[config.mk]
export PLATFORM = sky130hd
export DESIGN_NAME = saes_cbc_enc_flat
export DESIGN_NICKNAME = d
export VERILOG_FILES = /design/src/rtl/saes_pkg.sv /design/src/rtl/saes_cbc_enc_if.sv /design/src/rtl/S_AES_Encryption.sv /design/src/rtl/saes_cbc_enc.sv /design/src/flat_wrapper.sv
export SDC_FILE = /design/constraint.sdc
export NUM_CORES = 1
export LEC_CHECK = 0
export CAP_MARGIN = 20
export CORE_MARGIN = 3
export CORE_UTILIZATION = 57
export CTS_CLUSTER_DIAMETER = 150
export DETAILED_ROUTE_END_ITERATION = 8
export GPL_ROUTABILITY_DRIVEN = 0
export MAX_ROUTING_LAYER = met4
export PLACE_DENSITY = 0.82
export SLEW_MARGIN = 10
export SYNTH_ARGS = -nofsm -noshare
export SYNTH_HDL_FRONTEND = slang
export SYNTH_SLANG_ARGS = --single-unit
[constraint.sdc]
create_clock -name clk -period 6.35 [get_ports clk]
set_input_delay 1.5875 -clock clk [delete_from_list [all_inputs] [get_ports clk]]
set_output_delay 1.5875 -clock clk [all_outputs]
set_load 0.01 [all_outputs]
[src/rtl/saes_pkg.sv]
// Shared types and S-AES primitives for the CBC encryptor.
// The nibble helpers take the state column-major: [15:12]=s00, [11:8]=s10, [7:4]=s01, [3:0]=s11.
package saes_pkg;

   typedef enum logic [1:0] {
      IDLE  = 2'd0,
      RUN   = 2'd1,
      DRAIN = 2'd2
   } state_t;

   typedef logic [15:0] block_t;

   localparam logic [7:0] RCON1 = 8'h80;
   localparam logic [7:0] RCON2 = 8'h30;

   function automatic logic [3:0] sbox(input logic [3:0] n);
      logic [3:0] r;
      case (n)
         4'h0: r = 4'h9;  4'h1: r = 4'h4;  4'h2: r = 4'hA;  4'h3: r = 4'hB;
         4'h4: r = 4'hD;  4'h5: r = 4'h1;  4'h6: r = 4'h8;  4'h7: r = 4'h5;
         4'h8: r = 4'h6;  4'h9: r = 4'h2;  4'hA: r = 4'h0;  4'hB: r = 4'h3;
         4'hC: r = 4'hC;  4'hD: r = 4'hE;  4'hE: r = 4'hF;  default: r = 4'h7;
      endcase
      return r;
   endfunction

   // SubNib(RotNib(w)) used by the key schedule
   function automatic logic [7:0] sub_rot(input logic [7:0] w);
      return {sbox(w[3:0]), sbox(w[7:4])};
   endfunction

   function automatic block_t sub_nib(input block_t s);
      return {sbox(s[15:12]), sbox(s[11:8]), sbox(s[7:4]), sbox(s[3:0])};
   endfunction

   function automatic block_t shift_rows(input block_t s);
      return {s[15:12], s[3:0], s[7:4], s[11:8]};
   endfunction

   // multiply by x in GF(2^4) modulo x^4 + x + 1
   function automatic logic [3:0] xtime(input logic [3:0] n);
      return {n[2:0], 1'b0} ^ {2'b00, n[3], n[3]};
   endfunction

   function automatic logic [3:0] mul4(input logic [3:0] n);
      return xtime(xtime(n));
   endfunction

   function automatic block_t mix_cols(input block_t s);
      return {s[15:12] ^ mul4(s[11:8]), mul4(s[15:12]) ^ s[11:8],
              s[7:4]   ^ mul4(s[3:0]),  mul4(s[7:4])   ^ s[3:0]};
   endfunction

endpackage

[src/rtl/saes_cbc_enc_if.sv]
// Plaintext-in / ciphertext-out valid-ready stream of the CBC encryptor.
interface saes_cbc_enc_if;
   logic                in_valid;
   logic                in_ready;
   saes_pkg::block_t    in_data;
   logic                in_last;
   logic                out_valid;
   logic                out_ready;
   saes_pkg::block_t    out_data;
   logic                out_last;

   modport master (
      output in_valid, in_data, in_last, out_ready,
      input  in_ready, out_valid, out_data, out_last
   );

   modport slave (
      input  in_valid, in_data, in_last, out_ready,
      output in_ready, out_valid, out_data, out_last
   );
endinterface

[src/rtl/S_AES_Encryption.sv]
// Combinational two-round S-AES encryption with the key schedule expanded on the fly.
module S_AES_Encryption
   import saes_pkg::*;
(
   input  block_t key,
   input  block_t plaintext,
   output block_t ciphertext
);
   logic [7:0] w2, w3, w4, w5;
   block_t     round1;

   assign w2 = key[15:8] ^ RCON1 ^ sub_rot(key[7:0]);
   assign w3 = w2 ^ key[7:0];
   assign w4 = w2 ^ RCON2 ^ sub_rot(w3);
   assign w5 = w4 ^ w3;

   assign round1     = mix_cols(shift_rows(sub_nib(plaintext ^ key))) ^ {w2, w3};
   assign ciphertext = shift_rows(sub_nib(round1)) ^ {w4, w5};
endmodule

[src/rtl/saes_cbc_enc.sv]
// S-AES CBC encryptor: one block per cycle, ciphertext registered one cycle after input handshake.
//   state | meaning
//   IDLE  | no message open, waiting for start
//   RUN   | accepting plaintext blocks
//   DRAIN | last block accepted, waiting for its ciphertext to be taken
module saes_cbc_enc
   import saes_pkg::*;
#(
   parameter int CNT_W = 8
) (
   input  logic             clk,
   input  logic             rst,
   input  logic             start,
   input  block_t           key_in,
   input  block_t           iv_in,
   output logic             busy,
   output logic [CNT_W-1:0] blk_count,
   saes_cbc_enc_if.slave    bus
);
   localparam logic [CNT_W-1:0] CNT_MAX = '1;

   state_t state;
   block_t key_reg;
   block_t chain_reg;
   block_t cipher;
   logic   in_hs;
   logic   out_hs;

   assign bus.in_ready = (state == RUN) && (!bus.out_valid || bus.out_ready);
   assign busy         = (state != IDLE);
   assign in_hs        = bus.in_valid && bus.in_ready;
   assign out_hs       = bus.out_valid && bus.out_ready;

   S_AES_Encryption u_core (
      .key        (key_reg),
      .plaintext  (bus.in_data ^ chain_reg),
      .ciphertext (cipher)
   );

   always_ff @(posedge clk) begin
      if (rst) begin
         state         <= IDLE;
         key_reg       <= '0;
         chain_reg     <= '0;
         blk_count     <= '0;
         bus.out_valid <= 1'b0;
         bus.out_last  <= 1'b0;
         bus.out_data  <= '0;
      end else begin
         case (state)
            IDLE: begin
               if (start) begin
                  key_reg   <= key_in;
                  chain_reg <= iv_in;
                  blk_count <= '0;
                  state     <= RUN;
               end
            end
            RUN: begin
               if (in_hs && bus.in_last) state <= DRAIN;
            end
            DRAIN: begin
               if (out_hs && bus.out_last) state <= IDLE;
            end
            default: state <= IDLE;
         endcase

         // in_hs only occurs in RUN, so it never collides with the start load above
         if (in_hs) begin
            bus.out_data  <= cipher;
            chain_reg     <= cipher;
            bus.out_last  <= bus.in_last;
            bus.out_valid <= 1'b1;
            if (blk_count != CNT_MAX) blk_count <= blk_count + CNT_W'(1);
         end else if (out_hs) begin
            bus.out_valid <= 1'b0;
         end
      end
   end
endmodule
[src/flat_wrapper.sv]
// flat-port wrapper written by rule: the top's interface ports become plain ports
module saes_cbc_enc_flat import saes_pkg::*;
#(
   parameter int CNT_W = 8
)
  (clk, rst, start, key_in, iv_in, busy, blk_count, bus_in_valid, bus_in_data, bus_in_last, bus_out_ready, bus_in_ready, bus_out_valid, bus_out_data, bus_out_last);
  saes_cbc_enc_if bus_i ();
  input  logic clk;
  input  logic rst;
  input  logic start;
  input  block_t key_in;
  input  block_t iv_in;
  output logic busy;
  output logic [CNT_W-1:0] blk_count;
  input wire logic [$bits(bus_i.in_valid)-1:0] bus_in_valid;
  input wire logic [$bits(bus_i.in_data)-1:0] bus_in_data;
  input wire logic [$bits(bus_i.in_last)-1:0] bus_in_last;
  input wire logic [$bits(bus_i.out_ready)-1:0] bus_out_ready;
  output wire logic [$bits(bus_i.in_ready)-1:0] bus_in_ready;
  output wire logic [$bits(bus_i.out_valid)-1:0] bus_out_valid;
  output wire logic [$bits(bus_i.out_data)-1:0] bus_out_data;
  output wire logic [$bits(bus_i.out_last)-1:0] bus_out_last;
  assign bus_i.in_valid = bus_in_valid;
  assign bus_i.in_data = bus_in_data;
  assign bus_i.in_last = bus_in_last;
  assign bus_i.out_ready = bus_out_ready;
  assign bus_in_ready = bus_i.in_ready;
  assign bus_out_valid = bus_i.out_valid;
  assign bus_out_data = bus_i.out_data;
  assign bus_out_last = bus_i.out_last;
  saes_cbc_enc #(.CNT_W(CNT_W)) u_core (.clk(clk), .rst(rst), .start(start), .key_in(key_in), .iv_in(iv_in), .busy(busy), .blk_count(blk_count), .bus(bus_i));
endmodule
==> results of run 1 <==
-- stage by stage --
stage                     instances  setup WS (ns)  util (%)
after floorplan                 727           1.43         -
after global placement          928          0.725      67.5
after detailed placement        928          0.481      67.5
final                           944          0.638      70.3
after global routing            944          0.218      70.3
after CTS                       944          0.667      70.3
-- tightest hold or removal path, stage by stage (launching register included) --
cell	delay, ns
dfxtp_1	0.31
nand3_1	0.06
o21ai_0	0.07
-- logic make-up after synthesis --
logic type	Yosys count	share of synthesized area (%)
AND/OR/NAND/NOR	231	16.3
XOR/XNOR	102	20.3
flip-flops	68	20.8
AO/OA/AOI/OAI	115	11.7
multiplexers	64	12.1
adder cells (fa/ha/maj)	75	14.3
buffers and inverters	72	4.51
-- final cells by class --
| type | count | share of cell area [%] |
|---|---|---|
| repair buffers | 86 | 10.9 |
| well taps | 140 | 2.26 |
| clock inverters | 4 | 0.613 |
| inverters | 47 | 2.27 |
| clock buffers | 12 | 3.31 |
| multi-input cells | 587 | 63.1 |
| flip-flops and latches | 68 | 17.6 |
-- final timing paths --
| check | start | end | depth (start not counted) |
|---|---|---|---|
| worst min-delay path | u_core.bus.out_data[6] | u_core.bus.out_data[6] | 2 |
| worst max register to register | u_core.chain_reg[8] | u_core.chain_reg[7] | 17 |
| worst min register to register | u_core.bus.out_data[6] | u_core.bus.out_data[6] | 2 |
| worst max-delay path | bus_in_data[8] | u_core.chain_reg[7] | 18 |
-- routing by layer --
layer  vias up  global-route usage [%]
met2       266                    49.2
met5         -                       -
met4         0                    8.65
met1      2688                    36.1
met3        45                    4.49
li1       2666                       -
-- placed cells by master, fill, tap and decap left out, types with 6 or more instances in the layout --
cell and count:
a211oi_1 8, a21oi_1 43, a31oi_1 7, and3_1 9, clkbuf_16 9, clkdlybuf4s50_1 80
dfxtp_1 68, ha_1 75, inv_1 46, mux2i_1 46, mux4_2 6, nand2_1 103
nand3_1 23, nor2_1 38, nor2b_1 7, nor3_1 19, nor4_1 7, o211ai_1 6
o21ai_0 16, xnor2_1 48, xnor3_2 6, xor2_1 22, xor3_1 10
==> impl_metrics.toml, run 1 <==
[layout]
fillers = 823
regArea_mm2 = 0.00136
finalInstanceArea_mm2 = 0.00775
num-nets-final = 928
drive_gt1_share_pct = 7.84
multiInputGateArea_mm2 = 0.00489
syn2layout_area_growth_pct = 18.4
antenna_cells = 0

[die]
ioPinCount = 82
fp.dieW_um = 113
design.die.area_mm2 = 0.0128
placementRows = 38
die_h_um = 113
core-area_mm2 = 0.0110
start_util_pct = 59.4

[drt]
wl_per_cell_um = 18.7
ant_nets = 0
post-route-drc-count = 0
drt-met1-wl_mm = 7.36
dr_total_vias = 5665
met2_length_mm = 8.47
routed.top_layer = "met4"
via_per_inst = 6.00
firstDrtPassIters = 6
wl_met3_mm = 1.36
first_iter_violations = 575
totalWireLength_mm = 17.7

[sta]
setup_viol = 0
finalHoldViolations = 0
max_slew.worst_pin.slew_ns = 0.751
finalCritPeriodShare_pct = 90.0
drv_slew = 0
period_minus_slack_ns = 5.71
whs_ns = 0.488
max_freq_ghz = 0.175
setup_tns_ns = 0
fin_skew_ns = 0.0110
rsz0062_at_grt = "false"
slew_headroom_pct = 49.9

[yosys]
seq_area_frac_synth_pct = 20.8
synth.avg_cell_area_um2 = 9.01
synthArstFlopShare_pct = 0
synth_top_area_cell = "dfxtp_1"
syn_area_mm2 = 0.00655
ys_top_cells_by_area = "dfxtp_1 (21%), ha_1 (14%), mux2i_1 (7.0%)"
synth-edff-count = 0
synth_top_area_share_pct = 20.8
synth_ff_type = "dfxtp_1"
synthCells = 727
synth_cell_types = 75
ys_ff_latch = 68
yosysWarnings = 0
syn_nets = 856
yosysMostFrequentCell = "nand2_1"
synthTopCellsByCount = "nand2_1 (103), ha_1 (75), dfxtp_1 (68)"

[worst_setup_path]
worstPathMaxFanout = 6
max_stage_delay_ns = 0.43
end_kind = "register"
cpMaxStageDelayCell = "clkdlybuf4s50_1"
crit_buf_inv = 3
worstPathCellList = "clkdlybuf4s50_1, xnor2_1, xnor2_1, inv_1, ha_1, nor2_1, mux2i_1, a21oi_1, xor2_2, xnor2_1, inv_1, ha_1, nor2_1, o21ai_0, mux2_2, nor3b_1, o31a_1, a311oi_1"
required_ns = 6.59
crit_top_cell = "xnor2_1"
reg2reg_slack_ns = 2.00
cp_top_family = "XOR/XNOR gates"
worst-endpoint-arrival_ns = 5.95
start_kind = "primary input"
path_class = "primary input to register"

[global_routing]
grt_pass1_wl_mm = 29.2
grtUsageTotal_pct = 29.1
antenna_found_initial = 0
grt_pass1_vias = 5775
grt_overflow = 0
grt_max_degree = 47

[cts]
cts_root_buf = "clkbuf_16"
insertion_delay_ns = 0.34
cts_tree = "done"
clk_pin_slew_ns = 0.05
post_cts_resized = 0
post_cts_buffers = 0
clkSinkCount = 68
clk_path_buf_depth = 2
numCtsBuffers = 9
cts_hold_buf = 0
htreeDepth = 3

[place]
postPlaceCellArea_mm2 = 0.00745
place_hpwl_mm = 13.4
port_buffers = 81

[run_status]
status = "finished clean"

[job]
cap_violations = 0

[worst_hold_path]
hold_class = "register to register"
Power of run 1 is left out: the tool's default activity adds up to more than one toggle a clock period on the data nets, which glitch-free logic cannot reach.
==> run 2, diff against run 1 <==
--- a/config.mk
+++ b/config.mk
@@ -6,13 +6,13 @@
 export NUM_CORES = 1
 export LEC_CHECK = 0
 export CAP_MARGIN = 20
-export CORE_MARGIN = 3
-export CORE_UTILIZATION = 57
+export CORE_UTILIZATION = 59
 export CTS_CLUSTER_DIAMETER = 150
 export DETAILED_ROUTE_END_ITERATION = 8
+export DONT_BUFFER_PORTS = 1
 export GPL_ROUTABILITY_DRIVEN = 0
 export MAX_ROUTING_LAYER = met4
-export PLACE_DENSITY = 0.82
+export PLACE_DENSITY = 0.75
 export SLEW_MARGIN = 10
 export SYNTH_ARGS = -nofsm -noshare
 export SYNTH_HDL_FRONTEND = slang
==> impl_metrics.toml, run 2 (synthesized netlist as in run 1, its figures left out) <==
[drt]
post-route-drc-count = 0
via_per_inst = 6.05
first_iter_violations = 396
wl_per_cell_um = 18.5
dr_total_vias = 5212
firstDrtPassIters = 5
ant_nets = 0
totalWireLength_mm = 15.9

[sta]
finalHoldViolations = 0
slew_headroom_pct = 48.2
fin_skew_ns = 0.0136
finalCritPeriodShare_pct = 79.0
drv_slew = 0
setup_tns_ns = 0
max_freq_ghz = 0.199
period_minus_slack_ns = 5.01
rsz0062_at_grt = "false"
finalWorstSetupSlack_ns = 1.34
max_slew.worst_pin.slew_ns = 0.776
setup_viol = 0

[die]
fp.dieW_um = 107
placementRows = 38
core-area_mm2 = 0.0108
start_util_pct = 60.4
design.die.area_mm2 = 0.0115
ioPinCount = 82
die_h_um = 107

[worst_setup_path]
crit_buf_inv = 2
worstPathCellList = "xor2_1, xnor2_1, inv_1, ha_1, nor3_1, a21oi_1, xor2_2, xnor2_1, inv_1, ha_1, nor2_1, o21ai_0, mux2_2, nor3b_1, o31a_1, a311oi_1"
worst-endpoint-arrival_ns = 5.30
end_kind = "register"
cpMaxStageDelayCell = "xor2_2"
worstPathMaxFanout = 6
cp_top_family = "XOR/XNOR gates"
path_class = "primary input to register"
reg2reg_slack_ns = 2.13
start_kind = "primary input"
max_stage_delay_ns = 0.45
required_ns = 6.64

[global_routing]
grt_max_degree = 48
grt_pass1_wl_mm = 25.6
grt_pass1_vias = 5005
grt_overflow = 0
grtUsageTotal_pct = 29.7
antenna_found_initial = 0

[job]
cap_violations = 0

[cts]
cts_hold_buf = 0
post_cts_buffers = 0
clk_path_buf_depth = 2
clk_pin_slew_ns = 0.08
cts_tree = "done"
cts_root_buf = "clkbuf_8"
htreeDepth = 3
numCtsBuffers = 9
clkSinkCount = 68
post_cts_resized = 0
insertion_delay_ns = 0.37

[place]
postPlaceCellArea_mm2 = 0.00664
place_hpwl_mm = 12.2
port_buffers = 0
post-place-ws_ns = 0.973

[layout]
antenna_cells = 0
final_common_cell = "nand2_1"
fillers = 903
drive_gt1_share_pct = 8.45
syn2layout_area_growth_pct = 4.74
finalInstanceArea_mm2 = 0.00686
regArea_mm2 = 0.00136
mostFrequentLayoutCells = "nand2_1 (103), ha_1 (75), dfxtp_1 (68)"
num-nets-final = 846
multiInputGateArea_mm2 = 0.00489

[worst_hold_path]
hold_class = "register to register"

[run_status]
status = "finished clean"
[run 2: final timing paths]
check                      startpoint             endpoint  cells after the start
setup / recovery       bus_in_data[9]  u_core.chain_reg[7]                     16
hold / removal     u_core.key_reg[13]   u_core.key_reg[13]                      2
setup reg to reg  u_core.chain_reg[8]  u_core.chain_reg[7]                     17
hold reg to reg    u_core.key_reg[13]   u_core.key_reg[13]                      2
[run 2: final cells by class]
type                       instances  area share (%)
clock buffer                      11            2.06
clock inverter                     5            1.20
inverter                          47            2.57
multi-input combinational        587            71.3
sequential                        68            19.8
tap                              140            2.55
timing repair buffer               4           0.438
[run 2: worst reg2reg max path, cell delays in order, from the launching register on]
cell and delay [ns]:
dfxtp_1 0.43, xnor2_1 0.12, xnor2_1 0.34, inv_1 0.16
ha_1 0.27, nor2_1 0.11, mux2i_1 0.10, a21oi_1 0.27
xor2_2 0.43, xnor2_1 0.28, inv_1 0.21, ha_1 0.25
nor2_1 0.15, o21ai_0 0.10, mux2_2 0.28, nor3b_1 0.15
o31a_1 0.24, a311oi_1 0.25
[run 2: stage by stage]
step / hold WS, ns / util [%] / cells
global route: 0.519 / 63.3 / 862
detailed placement: 0.477 / 61.2 / 846
CTS: 0.488 / 63.3 / 862
floorplan: 0.462 / - / 727
finish: 0.488 / 63.3 / 862
global placement: 0.476 / 61.2 / 846
[run 2: metal layers]
metal,part of all wire [%],up-vias,wire length [um],track usage (%)
met4,2.8,0,439,12.0
met3,7.9,44,1260,6.78
met2,45,192,7090,45.4
li1,-,2504,-,-
met1,45,2472,7110,38.0
met5,0,-,0,-
Power of run 2 is left out for the same reason.
==> run 3, diff against run 2 <==
--- a/config.mk
+++ b/config.mk
@@ -12,7 +12,7 @@
 export DONT_BUFFER_PORTS = 1
 export GPL_ROUTABILITY_DRIVEN = 0
 export MAX_ROUTING_LAYER = met4
-export PLACE_DENSITY = 0.75
+export PLACE_DENSITY = 0.78
 export SLEW_MARGIN = 10
 export SYNTH_ARGS = -nofsm -noshare
 export SYNTH_HDL_FRONTEND = slang
==> constraint.sdc (replaced) <==
create_clock -name clk -period 4.37 [get_ports clk]
set_input_delay 1.0925 -clock clk [delete_from_list [all_inputs] [get_ports clk]]
set_output_delay 1.0925 -clock clk [all_outputs]
set_load 0.01 [all_outputs]
==> impl_metrics.toml, run 3 (synthesized netlist as in run 1, its figures left out) <==
[run_status]
status = "finished clean"

[worst_setup_path]
start_kind = "primary input"
required_ns = 4.64
path_depth = 13
r2r_cells = 12
cpMaxStageDelayCell = "mux4_1"
cp-startpoint = "bus_in_data[8]"
r2r-end = "u_core.chain_reg[0]"
endpoint = "u_core.chain_reg[11]"
crit_buf_inv = 2
max_stage_delay_ns = 0.58
cp_top_family = "XOR/XNOR gates"
crit-reg2reg-launch = "u_core.key_reg[1]"
worst-endpoint-arrival_ns = 4.36
worstPathCellList = "xnor2_1, xnor2_1, inv_1, ha_1, mux4_1, xnor2_2, xnor2_2, inv_1, ha_1, nor4_1, a2111oi_1, or3_1, and3_1"
reg2reg_slack_ns = 0.41
end_kind = "register"
worstPathMaxFanout = 5
path_class = "primary input to register"

[sta]
rsz0062_at_grt = "false"
period_minus_slack_ns = 4.09
fin_skew_ns = 0.0121
drv_slew = 0
max_slew.worst_pin.slew_ns = 0.969
slew_headroom_pct = 35.3
finalHoldViolations = 0
finalCritPeriodShare_pct = 93.6
setup_viol = 0
finalWorstSetupSlack_ns = 0.278
max_freq_ghz = 0.244

[layout]
drive_gt1_share_pct = 9.99
antenna_cells = 0
fillers = 889
multiInputGateArea_mm2 = 0.00491
num-nets-final = 856
final_common_cell = "nand2_1"
regArea_mm2 = 0.00136
mostFrequentLayoutCells = "nand2_1 (103), ha_1 (75), dfxtp_1 (68)"
final_cells = 871
syn2layout_area_growth_pct = 5.21
fin_util_pct = 63.6

[die]
ioPinCount = 82
placementRows = 38
die_h_um = 107
design.die.area_mm2 = 0.0115
fp.dieW_um = 107
core-area_mm2 = 0.0108
start_util_pct = 60.4

[global_routing]
grt_max_degree = 48
grtUsageTotal_pct = 29.4
grt_pass1_vias = 5067
antenna_found_initial = 0
grt_overflow = 0
grt_pass1_wl_mm = 25.3

[drt]
via_per_inst = 6.07
totalWireLength_mm = 16.2
dr_total_vias = 5283
wl_per_cell_um = 18.6
post-route-drc-count = 0
firstDrtPassIters = 6
ant_nets = 0
first_iter_violations = 421

[place]
dpl.cell_count = 856
port_buffers = 0
place_hpwl_mm = 12.7
post-place-ws_ns = -0.108

[cts]
clk_pin_slew_ns = 0.08
post_cts_buffers = 0
cts_tree = "done"
post_cts_resized = 0
cts_root_buf = "clkbuf_8"
insertion_delay_ns = 0.37
htreeDepth = 3
cts_hold_buf = 0
numCtsBuffers = 9
clkSinkCount = 68
clk_path_buf_depth = 2

[job]
cap_violations = 0

[worst_hold_path]
hold_class = "register to register"
[run 3: cell types whose count changed in the layout (fill, tap and decap cells not counted), sizes merged]
cell	previous run	this run
inv	48	47
clkbuf	11	9
clkinvlp	0	3
bufinv	2	0
buf	4	14
clkinv	2	3
[run 3: layout make-up]
type,count,area share (%)
Clock buffer,9,1.80
Clock inverter,6,0.599
Inverter,47,2.56
Multi-Input combinational cell,587,71.2
Sequential cell,68,19.7
Tap cell,140,2.54
Timing Repair Buffer,14,1.52
[run 3: routing by layer]
layer	routed length, um	vias up	part of all wire [%]	GRT usage, %
li1	-	2526	-	-
met1	6960	2499	43	38.3
met2	7280	229	45	46.4
met3	1610	29	9.9	5.15
met4	314	0	1.9	9.39
met5	0	-	0	-
[run 3: worst min-delay path, cell delays in order, from the launching register on]
cell and delay [ns]:
dfxtp_1 0.33, nand2_1 0.06, a311oi_1 0.08
[run 3: worst min-delay path by stage]
stage | from | end | slack [ns] | cells after the start
floorplan | u_core.key_reg[13] | u_core.key_reg[13] | 0.46 | 2
global placement | u_core.key_reg[13] | u_core.key_reg[13] | 0.49 | 2
detailed placement | u_core.chain_reg[14] | u_core.chain_reg[14] | 0.49 | 2
CTS | u_core.chain_reg[14] | u_core.chain_reg[14] | 0.51 | 2
global route | u_core.chain_reg[14] | u_core.chain_reg[14] | 0.53 | 2
finish | u_core.chain_reg[14] | u_core.chain_reg[14] | 0.51 | 2
[run 3: stage by stage]
step / TNS (ns) / area [um2] / hold WS [ns]
finish: 0 / 6890 / 0.510
global route: 0 / 6890 / 0.532
CTS: 0 / 6890 / 0.506
detailed placement: -0.190 / 6730 / 0.486
global placement: 0 / 6730 / 0.487
floorplan: 0 / 6570 / 0.462
Power of run 3 is left out for the same reason.
